**config.mk**
```make
export PLATFORM = sky130hd
export DESIGN_NAME = pomo_cycle_engine_flat
export DESIGN_NICKNAME = d
export VERILOG_FILES = /design/src/rtl/pomo_cycle_engine_pkg.sv /design/src/rtl/pomo_cycle_engine_if.sv /design/src/rtl/pomo_cycle_engine_bin2bcd99.sv /design/src/rtl/pomo_cycle_engine.sv /design/src/flat_wrapper.sv
export SDC_FILE = /design/constraint.sdc
export NUM_CORES = 1
export LEC_CHECK = 0
export BUFFER_PORTS_ARGS = -buffer_cell sky130_fd_sc_hd__clkbuf_2
export CAP_MARGIN = 10
export CORE_ASPECT_RATIO = 0.6
export CORE_MARGIN = 3
export CORE_UTILIZATION = 45
export CTS_CLUSTER_DIAMETER = 200
export CTS_CLUSTER_SIZE = 10
export DETAILED_ROUTE_END_ITERATION = 6
export HOLD_SLACK_MARGIN = 0.03
export PLACE_DENSITY = 0.72
export SKIP_CTS_REPAIR_TIMING = 1
export SYNTH_ARGS = -nofsm -noshare
export SYNTH_HDL_FRONTEND = slang
export SYNTH_SLANG_ARGS = --single-unit
```
**constraint.sdc**
```tcl
create_clock -name clk -period 3.4 [get_ports clk]
set_input_delay 0.17 -clock clk [delete_from_list [all_inputs] [get_ports clk]]
set_output_delay 0.17 -clock clk [all_outputs]
set_load 0.05 [all_outputs]
```
**src/rtl/pomo_cycle_engine_pkg.sv**
```systemverilog
// rtl/pomo_cycle_engine_pkg.sv - shared types and helpers for the Pomodoro cycle engine
// Purpose: one-hot FSM state codes, phase codes, seconds wrap value and the
//          0..99 binary to 2-digit BCD conversion used by the display registers.
// Ports:   none (package)
package pomo_cycle_engine_pkg;

  typedef enum logic [4:0] {
    ST_IDLE    = 5'b00001,
    ST_RUN     = 5'b00010,
    ST_PAUSE   = 5'b00100,
    ST_SET     = 5'b01000,
    ST_EXPIRED = 5'b10000
  } state_e;

  typedef enum logic [1:0] {
    PH_WORK  = 2'b00,
    PH_SHORT = 2'b01,
    PH_LONG  = 2'b10
  } phase_e;

  localparam logic [5:0] SEC_WRAP = 6'd59;

  // {tens, units}; callers keep the input within 0..99
  function automatic logic [7:0] to_bcd99(input logic [6:0] bin);
    return {4'(bin / 7'd10), 4'(bin % 7'd10)};
  endfunction

endpackage

```
**src/rtl/pomo_cycle_engine_if.sv**
```systemverilog
// rtl/pomo_cycle_engine_if.sv - control/display bundle of the Pomodoro cycle engine
// Purpose: groups the debounced pulse inputs and the display/status outputs.
// Signals: lever, button (pulses into the engine); min_bcd, sec_bcd, blink_7sd,
//          phase, work_done, alarm (out of the engine).
// Modports: master = pulse source / display side, slave = engine.
interface pomo_cycle_engine_if;
  logic       lever;
  logic       button;
  logic [7:0] min_bcd;
  logic [7:0] sec_bcd;
  logic       blink_7sd;
  logic [1:0] phase;
  logic [3:0] work_done;
  logic       alarm;

  modport master (
    output lever, button,
    input  min_bcd, sec_bcd, blink_7sd, phase, work_done, alarm
  );

  modport slave (
    input  lever, button,
    output min_bcd, sec_bcd, blink_7sd, phase, work_done, alarm
  );
endinterface

```
**src/rtl/pomo_cycle_engine_bin2bcd99.sv**
```systemverilog
// rtl/pomo_cycle_engine_bin2bcd99.sv - registered 0..99 binary to 2-digit BCD
// Purpose: one-cycle registered conversion; reset value is the BCD of RST_BIN so
//          the display shows a sensible value while reset is held.
// Ports: clk, rst (async, active-high), bin [6:0] in, bcd [7:0] out {tens,units}.
module pomo_cycle_engine_bin2bcd99
  import pomo_cycle_engine_pkg::*;
#(
  parameter logic [6:0] RST_BIN = 7'd0
) (
  input  logic       clk,
  input  logic       rst,
  input  logic [6:0] bin,
  output logic [7:0] bcd
);

  always_ff @(posedge clk or posedge rst) begin
    if (rst) begin
      bcd <= to_bcd99(RST_BIN);
    end else begin
      bcd <= to_bcd99(bin);
    end
  end

endmodule

```
**src/rtl/pomo_cycle_engine.sv**
```systemverilog
// rtl/pomo_cycle_engine.sv - Pomodoro countdown core (WORK/SHORT/LONG phases)
// Purpose: sequences work and break phases with preset durations, pause/resume,
//          minute-set mode and expiry handling; drives registered BCD mm:ss,
//          blink enable and phase status to the 7-segment driver.
// Ports: clk, rst (async, active-high)
//        bus (slave): lever, button in; min_bcd, sec_bcd, blink_7sd, phase,
//                     work_done, alarm out.
module pomo_cycle_engine
  import pomo_cycle_engine_pkg::*;
#(
  parameter int TICK_CLKS  = 1000000,
  parameter int BLINK_CLKS = 500000,
  parameter int WORK_MIN   = 25,
  parameter int SHORT_MIN  = 5,
  parameter int LONG_MIN   = 15,
  parameter int LONG_EVERY = 4,
  parameter int MAX_MIN    = 59,
  parameter int AUTO_ADV   = 0
) (
  input  logic clk,
  input  logic rst,
  pomo_cycle_engine_if.slave bus
);

  localparam int TW = (TICK_CLKS > 1) ? $clog2(TICK_CLKS) : 1;
  localparam int BW = (BLINK_CLKS > 1) ? $clog2(BLINK_CLKS) : 1;
  localparam logic [TW-1:0] TICK_LAST  = TW'(TICK_CLKS - 1);
  localparam logic [BW-1:0] BLINK_LAST = BW'(BLINK_CLKS - 1);

  state_e        state, state_n;
  phase_e        phase, phase_n;
  logic [6:0]    mm, mm_n;
  logic [5:0]    ss, ss_n;
  logic [TW-1:0] clk_cnt, clk_cnt_n;
  logic [BW-1:0] blink_cnt, blink_cnt_n;
  logic          blink, blink_n;
  logic [3:0]    work_done, work_done_n;
  logic          alarm, alarm_n;

  logic          at_zero;
  logic          blink_wrap;
  logic [BW-1:0] blink_cnt_step;
  logic          blink_step;
  logic [3:0]    work_inc;
  logic          advance;
  logic [7:0]    min_bcd, sec_bcd;

  function automatic logic [6:0] preset(input phase_e p);
    case (p)
      PH_SHORT: return 7'(SHORT_MIN);
      PH_LONG:  return 7'(LONG_MIN);
      default:  return 7'(WORK_MIN);
    endcase
  endfunction

  assign at_zero        = (mm == 7'd0) && (ss == 6'd0);
  assign blink_wrap     = (blink_cnt == BLINK_LAST);
  assign blink_cnt_step = blink_wrap ? '0 : blink_cnt + BW'(1);
  assign blink_step     = blink_wrap ? ~blink : blink;
  assign work_inc       = work_done + 4'd1;
  // auto-advance fires at the end of the first full blink period (second toggle)
  assign advance        = bus.lever || bus.button ||
                          ((AUTO_ADV != 0) && blink_wrap && blink);

  always_ff @(posedge clk or posedge rst) begin
    if (rst) begin
      state     <= ST_IDLE;
      phase     <= PH_WORK;
      mm        <= 7'(WORK_MIN);
      ss        <= '0;
      clk_cnt   <= '0;
      blink_cnt <= '0;
      blink     <= 1'b0;
      work_done <= '0;
      alarm     <= 1'b0;
    end else begin
      state     <= state_n;
      phase     <= phase_n;
      mm        <= mm_n;
      ss        <= ss_n;
      clk_cnt   <= clk_cnt_n;
      blink_cnt <= blink_cnt_n;
      blink     <= blink_n;
      work_done <= work_done_n;
      alarm     <= alarm_n;
    end
  end

  always_comb begin
    state_n     = state;
    phase_n     = phase;
    mm_n        = mm;
    ss_n        = ss;
    clk_cnt_n   = clk_cnt;
    blink_cnt_n = blink_cnt;
    blink_n     = blink;
    work_done_n = work_done;
    alarm_n     = 1'b0;

    case (state)
      ST_IDLE: begin
        blink_n = 1'b0;
        // lever wins; a simultaneous button pulse is dropped
        if (bus.lever) begin
          state_n   = ST_RUN;
          clk_cnt_n = '0;
        end else if (bus.button) begin
          state_n     = ST_SET;
          blink_cnt_n = '0;
          ss_n        = '0;
        end
      end

      ST_RUN: begin
        // zero is tested before counting so a run started at 00:00 expires
        // on the next clock without consuming a tick
        if (at_zero) begin
          state_n     = ST_EXPIRED;
          alarm_n     = 1'b1;
          blink_cnt_n = '0;
          blink_n     = 1'b0;
        end else if (bus.lever) begin
          // clk_cnt is held so resume finishes the partial second
          state_n     = ST_PAUSE;
          blink_cnt_n = '0;
          blink_n     = 1'b0;
        end else if (clk_cnt == TICK_LAST) begin
          clk_cnt_n = '0;
          if (ss == 6'd0) begin
            ss_n = SEC_WRAP;
            mm_n = mm - 7'd1;
          end else begin
            ss_n = ss - 6'd1;
          end
        end else begin
          clk_cnt_n = clk_cnt + TW'(1);
        end
      end

      ST_PAUSE: begin
        blink_cnt_n = blink_cnt_step;
        blink_n     = blink_step;
        if (bus.lever) begin
          state_n = ST_RUN;
          blink_n = 1'b0;
        end else if (bus.button) begin
          state_n   = ST_IDLE;
          blink_n   = 1'b0;
          mm_n      = preset(phase);
          ss_n      = '0;
          clk_cnt_n = '0;
        end
      end

      ST_SET: begin
        blink_cnt_n = blink_cnt_step;
        blink_n     = blink_step;
        ss_n        = '0;
        if (bus.lever) begin
          mm_n = (mm == 7'd0) ? 7'(MAX_MIN) : mm - 7'd1;
        end else if (bus.button) begin
          // the edited minutes stay as this phase's duration
          state_n = ST_IDLE;
          blink_n = 1'b0;
        end
      end

      ST_EXPIRED: begin
        blink_cnt_n = blink_cnt_step;
        blink_n     = blink_step;
        if (advance) begin
          if (phase == PH_WORK) begin
            if (work_inc == 4'(LONG_EVERY)) begin
              work_done_n = '0;
              phase_n     = PH_LONG;
            end else begin
              work_done_n = work_inc;
              phase_n     = PH_SHORT;
            end
          end else begin
            phase_n = PH_WORK;
          end
          mm_n      = preset(phase_n);
          ss_n      = '0;
          clk_cnt_n = '0;
          blink_n   = 1'b0;
          state_n   = (AUTO_ADV != 0) ? ST_RUN : ST_IDLE;
        end
      end

      default: begin
        state_n = ST_IDLE;
        blink_n = 1'b0;
      end
    endcase
  end

  pomo_cycle_engine_bin2bcd99 #(.RST_BIN(7'(WORK_MIN))) u_min_bcd (
    .clk (clk),
    .rst (rst),
    .bin (mm),
    .bcd (min_bcd)
  );

  pomo_cycle_engine_bin2bcd99 #(.RST_BIN(7'd0)) u_sec_bcd (
    .clk (clk),
    .rst (rst),
    .bin ({1'b0, ss}),
    .bcd (sec_bcd)
  );

  assign bus.min_bcd   = min_bcd;
  assign bus.sec_bcd   = sec_bcd;
  assign bus.blink_7sd = blink;
  assign bus.phase     = phase;
  assign bus.work_done = work_done;
  assign bus.alarm     = alarm;

endmodule
```
**src/flat_wrapper.sv**
```systemverilog
// flat-port wrapper written by rule: the top's interface ports become plain ports
module pomo_cycle_engine_flat import pomo_cycle_engine_pkg::*;
#(
  parameter int TICK_CLKS  = 1000000,
  parameter int BLINK_CLKS = 500000,
  parameter int WORK_MIN   = 25,
  parameter int SHORT_MIN  = 5,
  parameter int LONG_MIN   = 15,
  parameter int LONG_EVERY = 4,
  parameter int MAX_MIN    = 59,
  parameter int AUTO_ADV   = 0
)
  (clk, rst, bus_lever, bus_button, bus_min_bcd, bus_sec_bcd, bus_blink_7sd, bus_phase, bus_work_done, bus_alarm);
  pomo_cycle_engine_if bus_i ();
  input  logic clk;
  input  logic rst;
  input wire logic [$bits(bus_i.lever)-1:0] bus_lever;
  input wire logic [$bits(bus_i.button)-1:0] bus_button;
  output wire logic [$bits(bus_i.min_bcd)-1:0] bus_min_bcd;
  output wire logic [$bits(bus_i.sec_bcd)-1:0] bus_sec_bcd;
  output wire logic [$bits(bus_i.blink_7sd)-1:0] bus_blink_7sd;
  output wire logic [$bits(bus_i.phase)-1:0] bus_phase;
  output wire logic [$bits(bus_i.work_done)-1:0] bus_work_done;
  output wire logic [$bits(bus_i.alarm)-1:0] bus_alarm;
  assign bus_i.lever = bus_lever;
  assign bus_i.button = bus_button;
  assign bus_min_bcd = bus_i.min_bcd;
  assign bus_sec_bcd = bus_i.sec_bcd;
  assign bus_blink_7sd = bus_i.blink_7sd;
  assign bus_phase = bus_i.phase;
  assign bus_work_done = bus_i.work_done;
  assign bus_alarm = bus_i.alarm;
  pomo_cycle_engine #(.TICK_CLKS(TICK_CLKS), .BLINK_CLKS(BLINK_CLKS), .WORK_MIN(WORK_MIN), .SHORT_MIN(SHORT_MIN), .LONG_MIN(LONG_MIN), .LONG_EVERY(LONG_EVERY), .MAX_MIN(MAX_MIN), .AUTO_ADV(AUTO_ADV)) u_core (.clk(clk), .rst(rst), .bus(bus_i));
endmodule
```
==> results of run 1 <==
## final timing paths
kind / from / end / slack [ps] / depth (start not counted)
hold / removal: bus_button / u_core.state[2] / 230 / 4
setup / recovery: u_core.ss[4] / u_core.u_sec_bcd.bcd[2] / 460 / 10
min in group asynchronous: rst / u_core.clk_cnt[4] / 330 / 3
max in group asynchronous: rst / u_core.mm[4] / 2310 / 4
hold reg to reg: u_core.mm[0] / u_core.u_min_bcd.bcd[0] / 400 / 0
setup reg to reg: u_core.ss[4] / u_core.u_sec_bcd.bcd[2] / 460 / 10
## stage by stage
stage	power, mW	std cells	cell area (sq um)	utilization, %	worst slack, ps
floorplan	3.18	585	5080	-	647
global placement	3.54	724	5270	48.9	651
detailed placement	3.61	724	5270	48.9	537
CTS	4.50	740	5540	51.4	504
global route	4.86	741	5550	51.5	156
finish	4.51	741	5550	51.5	461
## critical path: stages (launching register included)
cell and delay [ps]:
dfrtp_1 570, inv_1 190, ha_1 350, o21a_1 130, a221o_1 340, and3_1 190, a21oi_1 190, ha_1 200
inv_1 70, a211oi_1 380, o32ai_1 170
## flip-flops by register name, indices dropped and copies added (netlist names)
register and count:
u_core.clk_cnt 20, u_core.blink_cnt 19, u_core.u_min_bcd.bcd 8, u_core.mm 7, u_core.u_sec_bcd.bcd 7, u_core.ss 6, u_core.state 5, u_core.bus.work_done 4
u_core.bus.phase 2, u_core.bus.alarm 1, u_core.bus.blink_7sd 1
## report_power, final
group | internal [mW] | total (mW) | leakage (nW) | switching, mW
clock network | 0.515 | 0.880 | 0.128 | 0.365
logic | 0.780 | 2.17 | 1.20 | 1.39
registers | 1.19 | 1.46 | 1.05 | 0.266
## layout by cell type, fill, tap and decap left out, drive strengths merged, types with 6 or more instances in the layout
cell,instances
nand2,49
dfstp,7
o21ai,73
nand3,20
inv,24
nand4,9
nor4b,6
nor2,51
nor2b,11
xnor2,6
buf,6
and4,6
a31oi,9
clkbuf,41
dfrtp,73
nor3,15
o31ai,22
nand3b,6
a21oi,24
ha,16
nor3b,6
nand2b,13
and3,14
## synthesized netlist by cell type (3+ instances only)
master,n
a221o_1,3
mux2i_1,4
buf_6,4
nand2b_1,13
a211oi_1,5
and3_1,14
nand3b_1,6
nand2_1,49
nand3_1,20
clkbuf_1,19
o41ai_1,3
or2_2,4
nor4b_1,6
o21ai_0,61
o211ai_1,5
xnor2_1,6
dfstp_2,7
a21o_1,4
nor4_1,4
nand4_1,9
a31oi_1,9
a21oi_1,24
a22o_1,3
mux2_2,3
nor3_1,15
dfrtp_1,73
inv_1,25
and4_1,6
a41oi_1,3
nor2b_1,11
or4_1,3
nor2_1,51
o31ai_2,4
buf_1,3
xor2_1,4
ha_1,16
buf_2,4
o22a_1,4
or3_1,3
o21ai_1,11
o31ai_1,18
nor3b_1,6
## routing by layer
metal,track usage (%),part of all wire (%),up-vias
li1,-,-,2182
met1,29.2,51,2168
met2,29.0,42,153
met3,4.91,6.0,16
met4,5.38,1.3,0
met5,0,0,-
## cells by family after synthesis
group                      after synthesis
AOI/OAI and AO/OA                      178
xor gates and xnor gates                10
buffers and inverters                   57
DFF                                     80
and+or+nand+nor                        236
other                                    1
muxes                                    7
adders and majority gates               16
## area by class of cell
| type | instances | area (sq um) | share of cell area, % |
|---|---|---|---|
| Inverter | 25 | 95.1 | 1.71 |
| Multi-Input combinational cell | 448 | 2820 | 50.8 |
| Clock inverter | 1 | 5.00 | 0.0903 |
| Sequential cell | 80 | 2010 | 36.3 |
| Timing Repair Buffer | 33 | 185 | 3.34 |
| Tap cell | 139 | 174 | 3.14 |
| Clock buffer | 15 | 258 | 4.65 |
==> run_results.csv, run 1 <==
group,metric,value,unit
synth,synth_seq_cells,80,
sta,fmax,340,MHz
critical_path,required,3590,ps
clocking,cts-htree-levels,3,
synth,synthXorXnorAreaFrac,1.72,%
sta,maxSlewHeadroom,46.4,%
sta,maxSlewViolCount,0,
synth,synth-adder-area-share,3.94,%
finish,n_antenna_cell,0,
route,first_iter_violations,453,
global_routing,antenna_found_initial,0,
clocking,cts_tree,"done",
job,maxCapViolCount,0,
place,hpwl,8.32,mm
route,vias,4519,
sta,layout_worst_path_cycle_share,86.4,%
clocking,root_buffer,"clkbuf_16",
synth,synth_top_family_by_area,"simple AND/OR/NAND/NOR gates",
finish,drive_gt1_share,12.0,%
floorplan,die_x,143,microns
route,wl_per_cell,15.9,microns
clocking,clk_latency,340,ps
sta,worst_pin_slew,798,ps
pwr,worst_ir_drop_vdd,0.351,mV
pwr,p_per_area,813,mW/mm^2
floorplan,die_h,88.3,microns
sta,hold_viol,0,
clocking,numCtsBuffers,9,
synth,synthMuxAreaShare,1.45,%
global_routing,grt_overflow,0,
sta,timing.hold.ws,228,ps
synth,synth.area.top_cells,"dfrtp_1 (36%), o21ai_0 (6.0%), ha_1 (3.9%), nor2_1 (3.8%), dfstp_2 (3.6%)",
synth,synth_cells,585,
clocking,clock_path_buffers,2,
route,totalWireLength,11.8,mm
place,place_congestion,0.902,
synth,async_flop_share,100,%
sta,skew,7.73,ps
sta,period_needed,2940,ps
sta,rsz0062_at_grt,"no",
synth,synthDistinctLibCells,71,
clocking,clk_pin_slew,60,ps
global_routing,grt_max_degree,31,
synth,seq_area_frac_synth,39.5,%
global_routing,grt_use_total,19.8,%
place,numPortBuffers,26,
floorplan,placementRows,29,
floorplan,io_pins,28,
critical_path,worstPathArrival,3130,ps
sta,fin_tns_setup,0,ps
clocking,numClockSinks,80,
floorplan,initial_core_util,47.2,%
synth,synth_top_cell_by_area,"dfrtp_1",
route,drc_errors,0,
min_path,min_path_type,"in2reg",
global_routing,grt_pass1_vias,4141,
synth,synth_warnings,0,
finish,fill_cells,975,
critical_path,crit_fanout,13,
floorplan,die-area,0.0127,sq mm
critical_path,worst_setup_path_start_kind,"flip-flop",
critical_path,end_kind,"flip-flop",
pwr,leakagePower,2.37,nW
synth,synth_edf_count,0,
synth,synth_compound_area_share,23.2,%
synth,synth_area,0.00508,sq mm
route,ant_nets,0,
synth,synth_fp_nets,605,
synth,synthSimpleGateAreaFrac,25.0,%
synth,ys.flop_type,"dfrtp_1",
run_status,status,"completed",
critical_path,crit_type,"reg2reg",
finish,finalNetCount,617,
floorplan,core,0.0108,sq mm
sta,finalSetupViolCount,0,
global_routing,grt_pass1_wl,20.4,mm
route,dr.pass1.iters,5,
route,avgViaCountPerCell,6.10,
finish,syn_to_final_growth,9.06,%
synth,avgSynthCellArea,8.69,sq um
synth,synth_top_area_share,35.9,%
No activity file was read; power rests on OpenSTA's default activity.
==> run 2, diff against run 1 <==
--- a/config.mk
+++ b/config.mk
@@ -7,6 +7,8 @@
 export LEC_CHECK = 0
 export BUFFER_PORTS_ARGS = -buffer_cell sky130_fd_sc_hd__clkbuf_2
 export CAP_MARGIN = 10
+export CELL_PAD_IN_SITES_DETAIL_PLACEMENT = 1
+export CELL_PAD_IN_SITES_GLOBAL_PLACEMENT = 1
 export CORE_ASPECT_RATIO = 0.6
 export CORE_MARGIN = 3
 export CORE_UTILIZATION = 45
@@ -14,7 +16,8 @@
 export CTS_CLUSTER_SIZE = 10
 export DETAILED_ROUTE_END_ITERATION = 6
 export HOLD_SLACK_MARGIN = 0.03
-export PLACE_DENSITY = 0.72
+export PLACE_DENSITY = 0.87
+export SETUP_SLACK_MARGIN = 0.4
 export SKIP_CTS_REPAIR_TIMING = 1
 export SYNTH_ARGS = -nofsm -noshare
 export SYNTH_HDL_FRONTEND = slang
==> run 2 against run 1 <==
Against the previous run: the flow now finishes with violations (negative hold slack); first-iteration DRC count down 44%; hold slack worse by 260 ps; global-route usage up 4.3 points; register-to-register slack better by 110 ps; non-clock buffer count down 1; cell area up 0.59%; clock skew down 1.7 ps; sequential power about the same; cell count down 0.13%; critical path type unchanged.
==> run_results.csv, run 2 (synthesis gave the netlist of run 1 again) <==
group,metric,value,unit
sta,rsz0062_at_grt,"yes",
run_status,status,"finished with violations",
global_routing,grt_pass1_wl,24.4,mm
clocking,clk_pin_slew,60,ps
finish,fin_cells,740,
route,vias,4701,
global_routing,grt_pass1_vias,4766,
route,first_iter_violations,253,
sta,fin_tns_setup,0,ps
clocking,numCtsBuffers,9,
critical_path,slowest_delay,510,ps
clocking,cts-htree-levels,3,
route,avgViaCountPerCell,6.35,
sta,worst_pin_slew,885,ps
floorplan,placementRows,29,
clocking,cts_tree,"done",
pwr,leakagePower,2.38,nW
sta,layout_worst_path_cycle_share,83.1,%
finish,final_cell_mix,"dfrtp_1 (72), o21ai_0 (61), nor2_1 (51)",
clocking,clk_latency,340,ps
clocking,numClockSinks,80,
pwr,worst_ir_drop_vdd,0.339,mV
pwr,p_per_area,856,mW/mm^2
route,totalWireLength,14.6,mm
finish,largest_reg_flops,20,
critical_path,worst-path-buf-inv,1,
global_routing,grt_use_total,24.1,%
global_routing,grt_overflow,0,
floorplan,die_x,143,microns
floorplan,io_pins,28,
finish,regMostFlops,"u_core.clk_cnt",
critical_path,end_kind,"flip-flop",
finish,finalNetCount,616,
critical_path,cp_common_cell,"nor4b_1",
sta,skew,6.06,ps
min_path,min_path_type,"in2async",
sta,fmax,354,MHz
sta,maxSlewHeadroom,41.0,%
critical_path,worstPathCellList,"inv_1 -> ha_1 -> nor4b_1 -> nand4_1 -> nor4b_1 -> o21ai_2 -> nor2_1 -> o22a_1",
route,ant_nets,0,
floorplan,die_h,88.3,microns
critical_path,path_delay_family,"simple AND/OR/NAND/NOR gates",
critical_path,crit_type,"reg2reg",
critical_path,crit_fanout,13,
clocking,root_buffer,"clkbuf_16",
route,wl_per_cell,19.8,microns
sta,finalSetupViolCount,0,
floorplan,initial_core_util,47.2,%
finish,top_regs,"u_core.clk_cnt x20, u_core.blink_cnt x19, u_core.u_min_bcd.bcd x8",
job,maxCapViolCount,0,
critical_path,worst_setup_path_start_kind,"flip-flop",
sta,hold_viol,40,
finish,layout.cells.most_common,"dfrtp_1",
sta,period_needed,2830,ps
clocking,clock_path_buffers,2,
global_routing,grt_max_degree,49,
finish,drive_gt1_share,13.3,%
critical_path,required,3620,ps
place,place_congestion,0.922,
place,pre_cts_ws,401,ps
floorplan,core,0.0108,sq mm
place,hpwl,10.3,mm
critical_path,worstPathArrival,3050,ps
floorplan,die-area,0.0127,sq mm
sta,setup_ws,574,ps
sta,timing.hold.ws,-31.5,ps
finish,n_antenna_cell,0,
route,drc_errors,0,
global_routing,antenna_found_initial,0,
place,place_inst,724,
run_status,violations,"negative hold slack",
place,numPortBuffers,26,
route,dr.pass1.iters,5,
sta,maxSlewViolCount,0,
finish,syn_to_final_growth,9.69,%
critical_path,cp_slowest_cell,"nor4b_1",
## run 2: worst paths after layout
path	startpoint	end	slack, ps	depth (start not counted)
max in group asynchronous	rst	u_core.state[0]	2600	3
max reg2reg	u_core.mm[1]	u_core.mm[5]	570	8
min in group clk	bus_button	u_core.state[2]	240	4
min reg2reg	u_core.mm[0]	u_core.u_min_bcd.bcd[0]	420	0
max	u_core.mm[1]	u_core.mm[5]	570	8
min	rst	u_core.clk_cnt[1]	-30	2
## run 2: where the power goes
group	switching, mW	internal [mW]	total [mW]	leakage (nW)
clock	0.400	0.573	0.973	0.133
combinational	1.53	0.797	2.33	1.19
sequential	0.280	1.19	1.47	1.05
## run 2: final cells by class
cell class / instances / area, sq um
Clock buffer: 12 / 236
Fill cell: 1290 / 5200
Tap cell: 139 / 174
Multi-Input combinational cell: 448 / 2830
Sequential cell: 80 / 2010
Timing Repair Buffer: 32 / 175
Inverter: 25 / 95.1
Clock inverter: 4 / 53.8
## run 2: layer usage
metal  track usage, %  wire length, microns  vias up
li1                 -                     -     2174
met1             33.0                  7030     2388
met2             39.5                  6780      117
met3             4.48                   590       22
met4             6.75                   245        0
met5                0                     0        -
## run 2: metrics by stage
stage	power, mW	util (%)	cell area (sq um)
4_1_cts	4.75	51.6	5560
5_1_grt	5.08	51.8	5580
2_1_floorplan	3.18	-	5080
3_3_place_gp	3.56	48.9	5270
6_report	4.78	51.8	5580
3_5_place_dp	3.72	48.9	5270
==> run 3, diff against run 2 <==
==> constraint.sdc (replaced) <==
create_clock -name clk -period 2.8 [get_ports clk]
set_input_delay 0.14 -clock clk [delete_from_list [all_inputs] [get_ports clk]]
set_output_delay 0.14 -clock clk [all_outputs]
set_load 0.05 [all_outputs]
==> run 3 against run 2 <==
Against the previous run: the flow now finishes without violations; register-to-register slack worse by 330 ps; critical path type unchanged; cell area up 12%; largest cell class unchanged; sequential power up 20%; non-clock buffer count up 50; core utilization up 6.2 points.
==> run_results.csv, run 3 (synthesis gave the netlist of run 1 again) <==
group,metric,value,unit
run_status,status,"completed",
sta,layout_worst_path_cycle_share,91.4,%
route,totalWireLength,18.1,mm
finish,syn_to_final_growth,22.9,%
route,wl_per_cell,22.8,microns
finish,fill_cells,1222,
clocking,numClockSinks,80,
finish,layout.cells.most_common,"dfrtp_1",
floorplan,die_h,88.3,microns
critical_path,r2r_cells,10,
finish,n_antenna_cell,0,
clocking,cts_tree,"done",
sta,hold_viol,0,
route,avgViaCountPerCell,6.50,
critical_path,r2r-start,"u_core.ss[3]",
place,dpl_cell_area,0.00543,sq mm
global_routing,grt_max_degree,46,
global_routing,grt_pass1_wl,24.2,mm
pwr,worst_ir_drop_vdd,0.432,mV
sta,worst_pin_slew,851,ps
pwr,leakagePower,2.67,nW
route,drc_errors,0,
sta,fmax,391,MHz
route,dr.pass1.iters,5,
sta,setup_ws,241,ps
sta,maxSlewViolCount,0,
clocking,root_buffer,"clkbuf_16",
route,first_iter_violations,492,
finish,seq_area,0.00202,sq mm
critical_path,worstPathArrival,2760,ps
finish,fin_util,58.0,%
floorplan,io_pins,28,
sta,maxSlewHeadroom,43.3,%
floorplan,die-area,0.0127,sq mm
finish,drive_gt1_share,26.8,%
finish,finalNetCount,668,
clocking,numCtsBuffers,9,
floorplan,initial_core_util,47.2,%
place,hpwl,10.1,mm
global_routing,grt_overflow,0,
finish,final_cell_mix,"dfrtp_1 (64), nand2_1 (49), nor2_1 (49), buf_4 (49), o21ai_0 (48)",
sta,skew,9.23,ps
floorplan,core,0.0108,sq mm
critical_path,crit_fanout,8,
floorplan,die_x,143,microns
route,ant_nets,0,
critical_path,cp-startpoint,"u_core.ss[3]",
finish,top_regs,"u_core.clk_cnt x20, u_core.blink_cnt x19, u_core.u_min_bcd.bcd x8",
clocking,clock_path_buffers,2,
critical_path,required,3000,ps
route,vias,5151,
critical_path,reg2reg_slack,240,ps
clocking,cts-htree-levels,3,
finish,largest_reg_flops,20,
critical_path,crit_type,"reg2reg",
pwr,p_per_area,1100,mW/mm^2
global_routing,grt_pass1_vias,4776,
finish,multi_input_area,0.00305,sq mm
clocking,clk_latency,340,ps
critical_path,r2r-end,"u_core.u_sec_bcd.bcd[2]",
place,pre_cts_ws,-7.93,ps
sta,finalSetupViolCount,0,
finish,regMostFlops,"u_core.clk_cnt",
floorplan,placementRows,29,
global_routing,grt_use_total,23.8,%
place,place_congestion,0.912,
place,numPortBuffers,26,
critical_path,crit_end,"u_core.u_sec_bcd.bcd[2]",
critical_path,end_kind,"flip-flop",
global_routing,antenna_found_initial,0,
sta,period_needed,2560,ps
critical_path,worst_setup_path_start_kind,"flip-flop",
min_path,min_path_type,"in2reg",
clocking,clk_pin_slew,70,ps
finish,final_area,0.00625,sq mm
pwr,report.power.total,6.87,mW
job,maxCapViolCount,0,
sta,rsz0062_at_grt,"yes",
[run 3: cell types whose count changed in the layout (fill, tap and decap cells not counted), sizes merged]
cell	before	now
buf	6	53
dlygate4sd3	0	1
o21bai	1	2
bufinv	1	0
inv	25	24
clkbuf	38	39
or2	5	6
clkinv	1	4
[run 3: cell type report]
type / instances / area share [%]
clock inverters: 5 / 0.540
repair buffers: 82 / 10.1
well taps: 139 / 2.78
clock buffers: 11 / 3.88
flip-flops and latches: 80 / 32.3
inverters: 25 / 1.56
multi-input cells: 450 / 48.8
[run 3: worst min path at each step]
stage / from / cells after the start / end
CTS: rst / 2 / u_core.blink_cnt[15]
global placement: rst / 2 / u_core.blink_cnt[1]
global route: bus_button / 4 / u_core.state[2]
detailed placement: rst / 2 / u_core.blink_cnt[1]
floorplan: bus_button / 3 / u_core.state[2]
finish: bus_button / 4 / u_core.state[2]
[run 3: worst max-delay path: stages (launching register included)]
cell      delay, ps
dfrtp_2         500
inv_4           120
ha_4            210
o21a_1          100
a221o_1         390
and3_4          210
a21oi_4         140
ha_2            230
inv_2            60
a211oi_4        310
o32ai_2         150
[run 3: power by group]
group	switching, mW	total (mW)	leakage [nW]	internal, mW
clock network	0.503	1.13	0.132	0.624
logic	2.43	3.98	1.50	1.55
registers	0.309	1.77	1.04	1.46
[run 3: through the flow]
step / std cells / hold WS, ps / setup TNS [ps]
6_report: 792 / 241 / 0
3_5_place_dp: 739 / 307 / -7.93
3_3_place_gp: 739 / 306 / 0
2_1_floorplan: 585 / 342 / 0
5_1_grt: 792 / 247 / 0
4_1_cts: 755 / -52.3 / -6.12
[run 3: per-layer routing]
layer	track usage, %	up-vias	routed length [microns]
met3	5.02	38	962
met5	0	-	0
li1	-	2285	-
met2	37.7	192	8660
met1	33.2	2636	8080
met4	6.75	0	346
